## src/rtl/l2_trace_pkg.sv

```systemverilog
// Shared types for the L2 trace dispatcher: trace command codes, L2 op encodings,
// the FIFO entry layout and the command decoder.
package l2_trace_pkg;

    localparam int unsigned TRACE_ADDR_W = 32;
    localparam int unsigned TRACE_CMD_W  = 4;
    localparam int unsigned L2_OP_W      = 3;

    typedef enum logic [TRACE_CMD_W-1:0] {
        CMD_DR    = 4'd0,
        CMD_DW    = 4'd1,
        CMD_IR    = 4'd2,
        CMD_SI    = 4'd3,
        CMD_SR    = 4'd4,
        CMD_SW    = 4'd5,
        CMD_SM    = 4'd6,
        CMD_RSVD  = 4'd7,
        CMD_CLR   = 4'd8,
        CMD_PRINT = 4'd9
    } trace_cmd_e;

    typedef enum logic [L2_OP_W-1:0] {
        OP_DR  = 3'd0,
        OP_DW  = 3'd1,
        OP_IR  = 3'd2,
        OP_SI  = 3'd3,
        OP_SR  = 3'd4,
        OP_SW  = 3'd5,
        OP_SM  = 3'd6,
        OP_CLR = 3'd7
    } l2_op_e;

    // Raw command is kept so illegal codes 10-15 survive the FIFO unchanged.
    typedef struct packed {
        logic [TRACE_CMD_W-1:0]  cmd;
        logic [TRACE_ADDR_W-1:0] addr;
    } trace_entry_t;

    typedef struct packed {
        logic   valid;
        l2_op_e op;
    } op_dec_t;

    // Map a trace command to an L2 op; print and illegal codes come back invalid.
    function automatic op_dec_t decode_cmd(input logic [TRACE_CMD_W-1:0] cmd);
        op_dec_t d;
        d.valid = 1'b1;
        d.op    = OP_DR;
        case (cmd)
            CMD_DR:  d.op = OP_DR;
            CMD_DW:  d.op = OP_DW;
            CMD_IR:  d.op = OP_IR;
            CMD_SI:  d.op = OP_SI;
            CMD_SR:  d.op = OP_SR;
            CMD_SW:  d.op = OP_SW;
            CMD_SM:  d.op = OP_SM;
            CMD_CLR: d.op = OP_CLR;
            default: d.valid = 1'b0;
        endcase
        return d;
    endfunction

    function automatic logic is_l1_op(input l2_op_e op);
        return (op == OP_DR) || (op == OP_DW) || (op == OP_IR);
    endfunction

endpackage

```

## src/rtl/l2_trace_fifo.sv

```systemverilog
// Synchronous FIFO for trace records; push is refused when full even if a pop
// happens in the same cycle, and there is no write-to-read bypass.
module l2_trace_fifo
    import l2_trace_pkg::*;
#(
    parameter int unsigned DEPTH = 8,
    parameter type entry_t = trace_entry_t
) (
    input  logic   clk,
    input  logic   reset,
    input  logic   push_i,
    input  entry_t data_i,
    input  logic   pop_i,
    output entry_t data_o,
    output logic   full_o,
    output logic   empty_o
);

    localparam int unsigned AW = $clog2(DEPTH);
    localparam int unsigned PW = AW + 1;

    entry_t        mem_q [DEPTH];
    logic [PW-1:0] wr_ptr_q;
    logic [PW-1:0] rd_ptr_q;
    logic [PW-1:0] wr_ptr_d;
    logic [PW-1:0] rd_ptr_d;
    logic          do_push;
    logic          do_pop;

    // Extra pointer bit distinguishes full from empty when the indices match.
    assign full_o  = (wr_ptr_q[AW] != rd_ptr_q[AW]) &&
                     (wr_ptr_q[AW-1:0] == rd_ptr_q[AW-1:0]);
    assign empty_o = (wr_ptr_q == rd_ptr_q);
    assign do_push = push_i && !full_o;
    assign do_pop  = pop_i && !empty_o;
    assign data_o  = mem_q[rd_ptr_q[AW-1:0]];

    always_comb begin
        wr_ptr_d = wr_ptr_q;
        rd_ptr_d = rd_ptr_q;
        if (do_push) wr_ptr_d = wr_ptr_q + PW'(1);
        if (do_pop)  rd_ptr_d = rd_ptr_q + PW'(1);
    end

    always_ff @(posedge clk) begin
        if (reset) begin
            wr_ptr_q <= '0;
            rd_ptr_q <= '0;
        end else begin
            wr_ptr_q <= wr_ptr_d;
            rd_ptr_q <= rd_ptr_d;
        end
    end

    always_ff @(posedge clk) begin
        if (do_push) mem_q[wr_ptr_q[AW-1:0]] <= data_i;
    end

endmodule

```

## src/rtl/l2_trace_dispatch.sv

```systemverilog
// Trace front-end for the L2: buffers trace records, decodes them into L2 ops issued
// one at a time over req/ack, and keeps saturating statistics.
// Define L2_TRACE_DISPATCH_LOG_EN to compile in simulation logging of ops and stats.
module l2_trace_dispatch
    import l2_trace_pkg::*;
#(
    parameter int unsigned ADDR_W = TRACE_ADDR_W,
    parameter int unsigned DEPTH  = 8,
    parameter int unsigned CNT_W  = 32
) (
    input  logic                   clk,
    input  logic                   reset,
    input  logic                   in_valid,
    output logic                   in_ready,
    input  logic [TRACE_CMD_W-1:0] in_cmd,
    input  logic [ADDR_W-1:0]      in_addr,
    output logic                   l2_req,
    output logic [L2_OP_W-1:0]     l2_op,
    output logic [ADDR_W-1:0]      l2_addr,
    input  logic                   l2_ack,
    input  logic                   l2_hit,
    output logic                   print_stb,
    output logic [CNT_W-1:0]       read_cnt,
    output logic [CNT_W-1:0]       write_cnt,
    output logic [CNT_W-1:0]       hit_cnt,
    output logic [CNT_W-1:0]       miss_cnt,
    output logic [CNT_W-1:0]       err_cnt
);

    typedef struct packed {
        logic [TRACE_CMD_W-1:0] cmd;
        logic [ADDR_W-1:0]      addr;
    } entry_t;

    typedef enum logic {
        ST_IDLE = 1'b0,
        ST_REQ  = 1'b1
    } state_e;

    state_e            state_q;
    logic              l2_req_q;
    l2_op_e            l2_op_q;
    logic [ADDR_W-1:0] l2_addr_q;
    logic              print_stb_q;
    logic [CNT_W-1:0]  read_q,  read_d;
    logic [CNT_W-1:0]  write_q, write_d;
    logic [CNT_W-1:0]  hit_q,   hit_d;
    logic [CNT_W-1:0]  miss_q,  miss_d;
    logic [CNT_W-1:0]  err_q,   err_d;

    entry_t  push_entry;
    entry_t  head;
    logic    fifo_full;
    logic    fifo_empty;
    logic    pop;
    logic    head_print;
    op_dec_t dec;
    logic    issue;
    logic    illegal;
    logic    ack_done;

    function automatic logic [CNT_W-1:0] sat_inc(input logic [CNT_W-1:0] v);
        return (&v) ? v : v + CNT_W'(1);
    endfunction

    assign push_entry.cmd  = in_cmd;
    assign push_entry.addr = in_addr;

    l2_trace_fifo #(
        .DEPTH   (DEPTH),
        .entry_t (entry_t)
    ) u_fifo (
        .clk     (clk),
        .reset   (reset),
        .push_i  (in_valid),
        .data_i  (push_entry),
        .pop_i   (pop),
        .data_o  (head),
        .full_o  (fifo_full),
        .empty_o (fifo_empty)
    );

    assign in_ready   = !fifo_full;
    assign pop        = (state_q == ST_IDLE) && !fifo_empty;
    assign head_print = (head.cmd == CMD_PRINT);
    assign dec        = decode_cmd(head.cmd);
    assign issue      = pop && !head_print && dec.valid;
    assign illegal    = pop && !head_print && !dec.valid;
    assign ack_done   = (state_q == ST_REQ) && l2_ack;

    // Dispatch FSM: pop in IDLE, hold the request in REQ until acked.
    always_ff @(posedge clk) begin
        if (reset) begin
            state_q     <= ST_IDLE;
            l2_req_q    <= 1'b0;
            l2_op_q     <= OP_DR;
            l2_addr_q   <= '0;
            print_stb_q <= 1'b0;
        end else begin
            print_stb_q <= 1'b0;
            case (state_q)
                ST_IDLE: begin
                    if (pop && head_print) begin
                        print_stb_q <= 1'b1;
                    end else if (issue) begin
                        l2_op_q   <= dec.op;
                        l2_addr_q <= head.addr;
                        l2_req_q  <= 1'b1;
                        state_q   <= ST_REQ;
                    end
                end
                ST_REQ: begin
                    if (l2_ack) begin
                        l2_req_q <= 1'b0;
                        state_q  <= ST_IDLE;
                    end
                end
                default: state_q <= ST_IDLE;
            endcase
        end
    end

    // Statistics; a clear op overrides any increment on the same edge.
    always_comb begin
        read_d  = read_q;
        write_d = write_q;
        hit_d   = hit_q;
        miss_d  = miss_q;
        err_d   = err_q;
        if (illegal) err_d = sat_inc(err_q);
        if (ack_done) begin
            if (l2_op_q == OP_CLR) begin
                read_d  = '0;
                write_d = '0;
                hit_d   = '0;
                miss_d  = '0;
                err_d   = '0;
            end else if (is_l1_op(l2_op_q)) begin
                if (l2_op_q == OP_DW) write_d = sat_inc(write_q);
                else                  read_d  = sat_inc(read_q);
                if (l2_hit) hit_d  = sat_inc(hit_q);
                else        miss_d = sat_inc(miss_q);
            end
        end
    end

    always_ff @(posedge clk) begin
        if (reset) begin
            read_q  <= '0;
            write_q <= '0;
            hit_q   <= '0;
            miss_q  <= '0;
            err_q   <= '0;
        end else begin
            read_q  <= read_d;
            write_q <= write_d;
            hit_q   <= hit_d;
            miss_q  <= miss_d;
            err_q   <= err_d;
        end
    end

    assign l2_req    = l2_req_q;
    assign l2_op     = l2_op_q;
    assign l2_addr   = l2_addr_q;
    assign print_stb = print_stb_q;
    assign read_cnt  = read_q;
    assign write_cnt = write_q;
    assign hit_cnt   = hit_q;
    assign miss_cnt  = miss_q;
    assign err_cnt   = err_q;

`ifdef L2_TRACE_DISPATCH_LOG_EN
    l2_op_e         log_op;
    logic [CNT_W:0] log_total;

    assign log_op    = dec.op;
    assign log_total = {1'b0, hit_q} + {1'b0, miss_q};

    always_ff @(posedge clk) begin
        if (!reset) begin
            if (issue)
                $display("%0t l2_trace_dispatch: issue %s addr=0x%h", $time, log_op.name(), head.addr);
            if (ack_done)
                $display("%0t l2_trace_dispatch: ack %s", $time, l2_hit ? "hit" : "miss");
            if (print_stb_q) begin
                if (log_total == '0)
                    $display("%0t l2_trace_dispatch: reads=%0d writes=%0d hits=%0d misses=%0d errors=%0d hit_ratio=n/a",
                             $time, read_q, write_q, hit_q, miss_q, err_q);
                else
                    $display("%0t l2_trace_dispatch: reads=%0d writes=%0d hits=%0d misses=%0d errors=%0d hit_ratio=%0.2f%%",
                             $time, read_q, write_q, hit_q, miss_q, err_q,
                             100.0 * real'(hit_q) / real'(log_total));
            end
        end
    end
`endif

endmodule

```

## config.mk

```make
export PLATFORM = sky130hd
export DESIGN_NAME = l2_trace_dispatch
export DESIGN_NICKNAME = d
export VERILOG_FILES = /design/src/rtl/l2_trace_pkg.sv /design/src/rtl/l2_trace_fifo.sv /design/src/rtl/l2_trace_dispatch.sv
export SDC_FILE = /design/constraint.sdc
export NUM_CORES = 1
export LEC_CHECK = 0
export CELL_PAD_IN_SITES_DETAIL_PLACEMENT = 0
export CELL_PAD_IN_SITES_GLOBAL_PLACEMENT = 1
export CORE_UTILIZATION = 46
export DETAILED_ROUTE_END_ITERATION = 10
export MAX_ROUTING_LAYER = met4
export PLACE_DENSITY = 0.77
export SLEW_MARGIN = 20
export SYNTH_ARGS = -nofsm -noshare
export SYNTH_HDL_FRONTEND = slang
export SYNTH_SLANG_ARGS = --single-unit
```

## constraint.sdc

```tcl
create_clock -name clk -period 5.5 [get_ports clk]
set_clock_uncertainty 0.1 [all_clocks]
set_input_delay 1.1 -clock clk [delete_from_list [all_inputs] [get_ports clk]]
set_output_delay 1.1 -clock clk [all_outputs]
set_load 0.03 [all_outputs]
```

==> impl_metrics.json, run 1 <==
{
  "status": "completed",
  "gp_congestion": 0.839,
  "synth_top_area_share_pct": 41.7,
  "start_kind": "flop",
  "ys_types": 52,
  "yosysMostFrequentCell": "edfxtp_1",
  "crit_path_max_fanout": 8,
  "grt_start_max_net_pins": 87,
  "drt-total-wl_um": 48900,
  "synth_seq_area_share_pct": 61.9,
  "worstMarginPinSlew_ns": 0.906,
  "cts.sinks": 497,
  "hold_class": "reg2reg",
  "numCtsBuffers": 53,
  "avgRoutedWirePerCell_um": 19.8,
  "grt.total_usage_pct": 21.9,
  "grt_pass1_vias": 13600,
  "relSlewSlack_pct": 39.6,
  "num_vias": 13900,
  "dp_hpwl_um": 31000,
  "critPathMaxStageDelay_ns": 0.64,
  "critPathRequiredTime_ns": 4.30,
  "initial_core_util_pct": 46.7,
  "placed_cell_area_um2": 23700,
  "drtIter0Drc": 995,
  "synth-async-reset-ratio_pct": 0,
  "ant_nets": 0,
  "stdcell_area_um2": 25600,
  "path_buf_inv": 1,
  "grtUsageMet3_pct": 4.38,
  "multi_input_area_um2": 7530,
  "die_area_um2": 45900,
  "fmax_mhz": 269,
  "path_delay_family": "buffers and inverters",
  "post-synth-top-area-cell": "edfxtp_1",
  "drv_slew": 0,
  "htreeDepth": 2,
  "layout-area-overhead-vs-synth_pct": 23.4,
  "crit_chain": "xor2_1, or4_1, clkdlybuf4s50_1",
  "crit_slowest_cell": "clkdlybuf4s50_1",
  "post_cts_buffers": 0,
  "grt_use_met1_pct": 28.2,
  "cts_resized": 0,
  "hold_buffers": 0,
  "yosysWarnings": 0,
  "fill_cells": 3603,
  "grt_pass1_wl_um": 76800,
  "globalRouteOverflowTotal": 0,
  "clock-root-buffer": "clkbuf_16",
  "dr.pass1.iters": 5,
  "synth_common_cells": "edfxtp_1 (288), dfxtp_1 (209), nor2_1 (146)",
  "powerDensity_nw_per_um2": 395,
  "die_w_um": 214,
  "drc": 0,
  "fp-row-count": 77,
  "cts.path.max_buffers": 3,
  "ios": 239,
  "via_per_inst": 5.61,
  "antenna_found_initial": 3,
  "setup-violations-final": 0,
  "drive_above_1_share_pct": 12.8,
  "cts_tree": "built",
  "use_met2_pct": 34.8,
  "hold_viol": 0,
  "leakagePower_nw": 8.24,
  "post-route-min-period_ns": 3.72,
  "synthCells": 1604,
  "seq_area_um2": 12800,
  "top_usage_layer": "met2",
  "synth_edf_count": 288,
  "cts.clk_slew.worst_paths_ns": 0.06,
  "rsz0062_at_grt": "false",
  "period_share_pct": 67.5,
  "end_kind": "output port",
  "drv_cap": 0,
  "synthFlopType": "edfxtp_1",
  "fin_tns_setup_ns": 0,
  "die_y_um": 214,
  "critPathKind": "reg2out",
  "synth-seq-cells": 497,
  "syn_area_per_cell_um2": 12.9,
  "syn-cell-area_um2": 20700,
  "clkLatencyLatePin_ns": 0.61,
  "portBuffers": 238,
  "core_area_um2": 44300,
  "layout.nets": 1884,
  "cp.arrival_ns": 2.52,
  "synth.area.top_cells": "edfxtp_1 (42%), dfxtp_1 (20%), mux4_2 (7.8%), nor2_1 (2.6%), xnor2_1 (2.3%)",
  "vdd_drop_max_uv": 343,
  "syn_nets": 1652
}
==> cell usage in the layout, fill, tap and decap left out, types with 13 or more instances in the layout <==
cell and instances:
edfxtp_1 288, clkdlybuf4s50_1 237, dfxtp_1 206, nor2_1 140
nand2_1 100, nand3_1 74, mux4_2 72, a21oi_1 70
xnor2_1 54, nand4_1 53, clkbuf_16 53, mux2i_1 44
or4_1 38, mux2_2 35, xor2_1 32, and3_1 32
or3_1 31, nor3_1 30, nor4_1 27, o31ai_1 20
buf_4 20, o21ai_0 19, inv_1 19, o211ai_1 18
and4_1 16, o21ai_1 15, clkinv_2 14, nand2b_1 13
==> cell type report <==
type	count	share of cell area, %
flip-flops and latches	497	50.2
multi-input cells	1007	29.5
repair buffers	258	9.89
clock buffers	63	5.42
well taps	592	2.90
clock inverters	37	1.78
inverters	19	0.279
diodes	3	0.0294
==> logic make-up (layout without fill, tap and decap cells) <==
| group | after synthesis | count (layout) | synth area share [%] |
|---|---|---|---|
| fa+ha+maj | 7 | 7 | 0.423 |
| compound gates | 176 | 176 | 5.24 |
| buf+inv | 100 | 377 | 2.13 |
| xor+xnor | 86 | 86 | 3.64 |
| simple gates | 585 | 585 | 14.6 |
| other cells | 0 | 3 | 0 |
| flops | 497 | 497 | 61.9 |
| mux | 153 | 153 | 12.0 |
==> worst reg2reg max path, delay by kind of cell (launching register included) <==
kind            cells  cell delay, ns
compound gates      1            0.21
buf+inv             2            0.83
flops               1            0.78
mux                 3            1.20
simple gates        1            0.06
==> layer usage <==
metal | wire, um | vias to the layer above | part of all wire (%)
met1 | 21000 | 6822 | 43
li1 | - | 6590 | -
met4 | 1120 | 0 | 2.3
met3 | 3150 | 76 | 6.4
met5 | 0 | - | 0
met2 | 23600 | 411 | 48
==> through the flow <==
stage          power, mW  util [%]  hold slack [ns]  cells  setup slack [ns]
5_1_grt             10.5      57.7            0.410   2476              1.68
6_report            10.1      57.7            0.378   2476              1.78
4_1_cts             10.2      57.6            0.383   2473              1.74
3_3_place_gp        6.47      53.5            0.363   2373              1.77
3_5_place_dp        6.51      53.5            0.375   2373              1.69
2_1_floorplan       5.87         -            0.383   1604             0.917
==> report_power, final <==
group | internal [mW] | switching, mW
sequential | 4.15 | 0.211
combinational | 0.946 | 1.10
clock | 2.19 | 1.50
total | 7.28 | 2.81
==> worst paths after layout <==
kind	start	endpoint	slack, ns	cells past startpoint
hold reg to reg	err_cnt[28]$_SDFF_PP0_	err_cnt[28]$_SDFF_PP0_	0.38	2
setup / recovery	u_fifo.wr_ptr_q[1]$_SDFFE_PP0P_	in_ready	1.78	3
hold / removal	err_cnt[28]$_SDFF_PP0_	err_cnt[28]$_SDFF_PP0_	0.38	2
setup reg to reg	flop	l2_addr[16]$_SDFFE_PP0P_	2.18	7
==> state kept, by name, summed over array words and instances (netlist names), 3 cells and up, named ones only <==
signal	flops
l2_addr	32
l2_op	3
u_fifo.wr_ptr_q	4
u_fifo.rd_ptr_q	4
read_cnt	32
miss_cnt	32
u_fifo.mem_q	288
write_cnt	32
hit_cnt	32
err_cnt	32
Power figures use the tool's default switching activity.
==> run 2: changes to the inputs <==
==> constraint.sdc (replaced) <==
create_clock -name clk -period 3.71 [get_ports clk]
set_clock_uncertainty 0.1 [all_clocks]
set_input_delay 0.742 -clock clk [delete_from_list [all_inputs] [get_ports clk]]
set_output_delay 0.742 -clock clk [all_outputs]
set_load 0.03 [all_outputs]
==> impl_metrics.json, run 2 (synthesis results as in run 1) <==
{
  "top_layer": "met4",
  "placed_cell_area_um2": 24000,
  "wl_met2_um": 23400,
  "drtIter0Drc": 1161,
  "cts_tree": "built",
  "post_cts_buffers": 0,
  "drt-total-wl_um": 49400,
  "seq_area_um2": 12800,
  "cts.path.max_buffers": 3,
  "die_y_um": 214,
  "dr.pass1.iters": 5,
  "min_from": "err_cnt[28]$_SDFF_PP0_",
  "critPathRequiredTime_ns": 2.87,
  "drive_above_1_share_pct": 13.4,
  "multi_input_area_um2": 7540,
  "grt_start_max_net_pins": 78,
  "critPathKind": "reg2out",
  "worstMarginPinSlew_ns": 0.966,
  "switching_share_pct": 27.5,
  "hold_class": "reg2reg",
  "portBuffers": 238,
  "r2r_setup_slack_ns": 0.78,
  "stdcell_area_um2": 25800,
  "cp.arrival_ns": 2.61,
  "antenna_found_initial": 3,
  "hold_viol": 0,
  "numCtsBuffers": 51,
  "grt_pass1_wl_um": 77600,
  "cts_resized": 0,
  "ios": 239,
  "fmax_mhz": 290,
  "htreeDepth": 2,
  "via_per_inst": 5.65,
  "die_area_um2": 45900,
  "gp_congestion": 0.865,
  "globalRouteOverflowTotal": 0,
  "hold_buffers": 0,
  "drv_slew": 0,
  "initial_core_util_pct": 46.7,
  "pwr-share-seq_pct": 42.7,
  "grt.total_usage_pct": 22.3,
  "layout_common_cells": "edfxtp_1 (288), clkdlybuf4s50_1 (237), dfxtp_1 (206)",
  "ant_nets": 0,
  "clock-root-buffer": "clkbuf_16",
  "layout-area-overhead-vs-synth_pct": 24.5,
  "fin_tns_setup_ns": 0,
  "start_kind": "flop",
  "crit_path_max_fanout": 8,
  "layout.nets": 1898,
  "avgRoutedWirePerCell_um": 19.9,
  "ff2ff_path_depth": 7,
  "post-route-min-period_ns": 3.45,
  "core_area_um2": 44300,
  "vdd_drop_max_uv": 582,
  "period_share_pct": 92.9,
  "setup-violations-final": 0,
  "dp_slack_ns": 0.624,
  "dp_hpwl_um": 30800,
  "num_vias": 14000,
  "grt_pass1_vias": 13500,
  "min_path_cells": 2,
  "wl_met1_um": 21700,
  "rsz0062_at_grt": "false",
  "cts.clk_slew.worst_paths_ns": 0.06,
  "cts.sinks": 497,
  "finalWorstSetupSlack_ns": 0.262,
  "die_w_um": 214,
  "fp-row-count": 77,
  "leakagePower_nw": 8.33,
  "clkPwrFrac_pct": 36.0,
  "rr_endpoint": "l2_addr[1]$_SDFFE_PP0P_",
  "internal_power_mw": 10.8,
  "wl_met3_um": 3200,
  "relSlewSlack_pct": 35.6,
  "largest_reg_flops": 288,
  "combPwrFrac_pct": 21.3,
  "fill_cells": 3589,
  "final_common_cell": "edfxtp_1",
  "end_kind": "output port",
  "drv_cap": 0,
  "powerDensity_nw_per_um2": 581,
  "p_sw_mw": 4.12,
  "whs_endpoint": "err_cnt[28]$_SDFF_PP0_",
  "clkLatencyLatePin_ns": 0.61,
  "status": "completed",
  "drc": 0
}
==> run 2: changes by cell type in the layout (fill, tap and decap cells not counted), sizes merged <==
cell      change
buf          +16
clkinv       -10
clkbuf        +6
bufinv        -1
clkinvlp      -1
inv           -1
==> run 2: power groups by stage <==
stage | combinational (mW) | sequential [mW] | clock [mW]
final | 3.20 | 6.39 | 5.39
after global routing | 3.43 | 6.43 | 5.74
after CTS | 3.25 | 6.40 | 5.54
after detailed placement | 3.23 | 6.51 | 0
after global placement | 3.19 | 6.49 | 0
after floorplan | 1.92 | 6.79 | 0
==> run 2: through the flow <==
step	instances	util [%]	total power, mW	hold slack [ns]
2_1_floorplan	1604	-	8.70	0.383
3_3_place_gp	2389	54.1	9.69	0.363
3_5_place_dp	2389	54.1	9.74	0.369
4_1_cts	2482	58.2	15.2	0.382
5_1_grt	2485	58.2	15.6	0.418
6_report	2485	58.2	15.0	0.386
==> run 2: layer usage <==
metal | vias up | global-route usage, %
met1 | 6946 | 29.2
met3 | 72 | 4.33
met4 | 0 | 7.02
li1 | 6621 | -
met5 | - | -
met2 | 407 | 34.9
==> run 2: worst max-delay path by stage <==
| stage | from | to | depth (start not counted) |
|---|---|---|---|
| after detailed placement | l2_ack | read_cnt[9]$_SDFFE_PP0P_ | 6 |
| after CTS | u_fifo.wr_ptr_q[1]$_SDFFE_PP0P_ | in_ready | 3 |
| after global routing | u_fifo.wr_ptr_q[1]$_SDFFE_PP0P_ | in_ready | 3 |
| after global placement | l2_ack | read_cnt[0]$_SDFFE_PP0P_ | 7 |
| final | u_fifo.wr_ptr_q[1]$_SDFFE_PP0P_ | in_ready | 3 |
| after floorplan | u_fifo.wr_ptr_q[0]$_SDFFE_PP0P_ | u_fifo.mem_q[2][0]$_DFFE_PP_ | 6 |
==> run 2: layout make-up <==
| type | count | share of cell area, % |
|---|---|---|
| sequential | 497 | 49.8 |
| multi-input combinational | 1007 | 29.3 |
| timing repair buffer | 274 | 10.8 |
| clock buffer | 69 | 5.61 |
| tap | 592 | 2.87 |
| clock inverter | 24 | 1.40 |
| inverter | 19 | 0.277 |
| antenna | 3 | 0.0291 |
==> run 2: critical path, cell delays in order, from the launching register on <==
cell	delay [ns]
dfxtp_1	0.57
xor2_1	0.19
or4_1	0.60
clkdlybuf4s50_1	0.66
==> run 3: changes to the inputs <==
--- a/config.mk
+++ b/config.mk
@@ -5,12 +5,13 @@
 export SDC_FILE = /design/constraint.sdc
 export NUM_CORES = 1
 export LEC_CHECK = 0
+export ABC_AREA = 1
 export CELL_PAD_IN_SITES_DETAIL_PLACEMENT = 0
 export CELL_PAD_IN_SITES_GLOBAL_PLACEMENT = 1
-export CORE_UTILIZATION = 46
+export CORE_UTILIZATION = 43
 export DETAILED_ROUTE_END_ITERATION = 10
 export MAX_ROUTING_LAYER = met4
-export PLACE_DENSITY = 0.77
+export PLACE_DENSITY = 0.76
 export SLEW_MARGIN = 20
 export SYNTH_ARGS = -nofsm -noshare
 export SYNTH_HDL_FRONTEND = slang
==> impl_metrics.json, run 3 <==
{
  "status": "completed",
  "cts.sinks": 497,
  "fmax_mhz": 338,
  "initial_core_util_pct": 43.4,
  "drv_slew": 0,
  "drv_cap": 0,
  "synthFlopType": "edfxtp_1",
  "rsz0062_at_grt": "false",
  "cts_resized": 0,
  "ios": 239,
  "fin_tns_setup_ns": 0,
  "htreeDepth": 2,
  "cp.arrival_ns": 2.11,
  "die_y_um": 227,
  "globalRouteOverflowTotal": 0,
  "numCtsBuffers": 53,
  "relSlewSlack_pct": 41.9,
  "avgRoutedWirePerCell_um": 17.9,
  "setup-violations-final": 0,
  "finalHoldWorstSlack_ns": 0.363,
  "fp-row-count": 82,
  "critPathKind": "reg2out",
  "layout-area-overhead-vs-synth_pct": 22.8,
  "dr.pass1.iters": 5,
  "critPathRequiredTime_ns": 2.87,
  "yosysMostFrequentCell": "nand2_1",
  "num_vias": 17700,
  "cts.path.max_buffers": 3,
  "r2r_setup_slack_ns": 0.81,
  "synth_common_cells": "nand2_1 (488), nor2_1 (295), edfxtp_1 (288)",
  "period_share_pct": 79.7,
  "synth_seq_area_share_pct": 59.0,
  "cts_tree": "built",
  "synth_edf_count": 288,
  "path_delay_family": "buffers and inverters",
  "core_area_um2": 50100,
  "via_per_inst": 5.31,
  "leakagePower_nw": 9.46,
  "worstMarginPinSlew_ns": 0.872,
  "crit_slowest_cell": "clkdlybuf4s50_1",
  "hold_buffers": 0,
  "path_buf_inv": 2,
  "ys_types": 51,
  "layout_common_cells": "nand2_1 (488), edfxtp_1 (288), nor2_1 (287)",
  "synthCells": 2382,
  "die_w_um": 227,
  "die_area_um2": 51500,
  "synth.area.top_cells": "edfxtp_1 (40%), dfxtp_1 (19%), nand2_1 (8.4%), a21oi_1 (5.5%), nor2_1 (5.1%)",
  "drive_above_1_share_pct": 7.15,
  "critPathMaxStageDelay_ns": 0.60,
  "drtIter0Drc": 1271,
  "gp_congestion": 0.929,
  "grt_pass1_vias": 16900,
  "power_mw": 15.4,
  "largest_reg_flops": 288,
  "final_common_cell": "nand2_1",
  "powerDensity_nw_per_um2": 576,
  "end_kind": "output port",
  "ant_nets": 0,
  "cts.clk_slew.worst_paths_ns": 0.06,
  "layout.nets": 2663,
  "drc": 0,
  "crit_path_max_fanout": 5,
  "syn-cell-area_um2": 21700,
  "hold_class": "reg2reg",
  "fill_cells": 4641,
  "grt.total_usage_pct": 23.8,
  "syn_area_per_cell_um2": 9.13,
  "synth-async-reset-ratio_pct": 0,
  "clock-root-buffer": "clkbuf_16",
  "dp_hpwl_um": 38500,
  "grt_start_max_net_pins": 100,
  "cpMostUsedCell": "nand2_1",
  "post_cts_buffers": 0,
  "post-synth-top-area-cell": "edfxtp_1",
  "antenna_found_initial": 4,
  "post-route-min-period_ns": 2.96,
  "grt_pass1_wl_um": 93100,
  "clkLatencyLatePin_ns": 0.61,
  "syn_nets": 2430,
  "drt-total-wl_um": 59800,
  "start_kind": "flop",
  "yosysWarnings": 0,
  "portBuffers": 238,
  "synth-seq-cells": 497,
  "synth_top_area_share_pct": 39.8,
  "hold_viol": 0,
  "crit_chain": "inv_1, nand2_1, nand4_1, nor2_1, nand2_1, clkdlybuf4s50_1",
  "vdd_drop_max_uv": 564
}
[run 3: cell types whose count changed in the layout (fill, tap and decap cells not counted), moves of 31 or more]
cell,before,now
nand2_1,100,488
inv_1,19,199
a21oi_1,70,240
nor2_1,140,287
o21ai_0,19,114
mux4_2,72,0
a221oi_1,2,64
nor3_1,30,82
xnor2_1,54,6
mux2i_1,44,0
or4_1,38,0
mux2_2,35,0
or3_1,31,0
[run 3: final timing paths]
check,from,to,depth (start not counted)
worst max-delay path,u_fifo.wr_ptr_q[1]$_SDFFE_PP0P_,in_ready,6
worst min-delay path,read_cnt[4]$_SDFFE_PP0P_,read_cnt[4]$_SDFFE_PP0P_,2
worst max register to register,flop,l2_addr[13]$_SDFFE_PP0P_,7
worst min register to register,read_cnt[4]$_SDFFE_PP0P_,read_cnt[4]$_SDFFE_PP0P_,2
[run 3: worst register-to-register path, cell delays in order (launching register included)]
cell	delay (ns)
dfxtp_4	0.67
buf_4	0.42
buf_4	0.72
a21oi_1	0.25
a221oi_1	0.39
or2_2	0.18
nor2_1	0.04
nor2_1	0.09
[run 3: through the flow]
step	instances	setup slack, ns	utilization, %	instance area [um^2]
2_1_floorplan	2382	0.437	-	21700
3_3_place_gp	3232	0.478	49.9	25000
3_5_place_dp	3232	0.437	49.9	25000
4_1_cts	3329	0.694	53.3	26700
5_1_grt	3333	0.596	53.3	26700
6_report	3334	0.754	53.3	26700
[run 3: logic make-up (layout without fill, tap and decap cells)]
group | after synthesis | in the layout | synth area share (%)
buf+inv | 299 | 574 | 5.52
simple gates | 1093 | 1093 | 21.9
xor+xnor | 21 | 21 | 0.846
fa+ha+maj | 7 | 7 | 0.403
compound gates | 465 | 465 | 12.3
flops | 497 | 497 | 59.0
other cells | 0 | 5 | 0
[run 3: routing by layer]
layer	up-vias	track usage, %	part of all wire (%)
met5	-	-	0
met4	0	7.54	2.2
met3	89	3.71	5.5
met2	452	38.2	47
met1	8486	30.9	45
li1	8681	-	-
[run 3: where the power goes]
| group | switching, mW | internal, mW | total [mW] |
|---|---|---|---|
| sequential | 0.221 | 6.08 | 6.30 |
| clock | 2.16 | 3.00 | 5.15 |
| combinational | 2.63 | 1.29 | 3.92 |
| total | 5.01 | 10.4 | 15.4 |
[run 3: layout make-up]
type | count | area (um^2) | share of cell area (%)
multi-input cells | 1586 | 7780 | 29.2
well taps | 672 | 841 | 3.15
clock inverters | 16 | 164 | 0.614
repair buffers | 270 | 2740 | 10.2
inverters | 207 | 782 | 2.93
diodes | 5 | 12.5 | 0.0469
clock buffers | 81 | 1540 | 5.77
flip-flops and latches | 497 | 12800 | 48.1
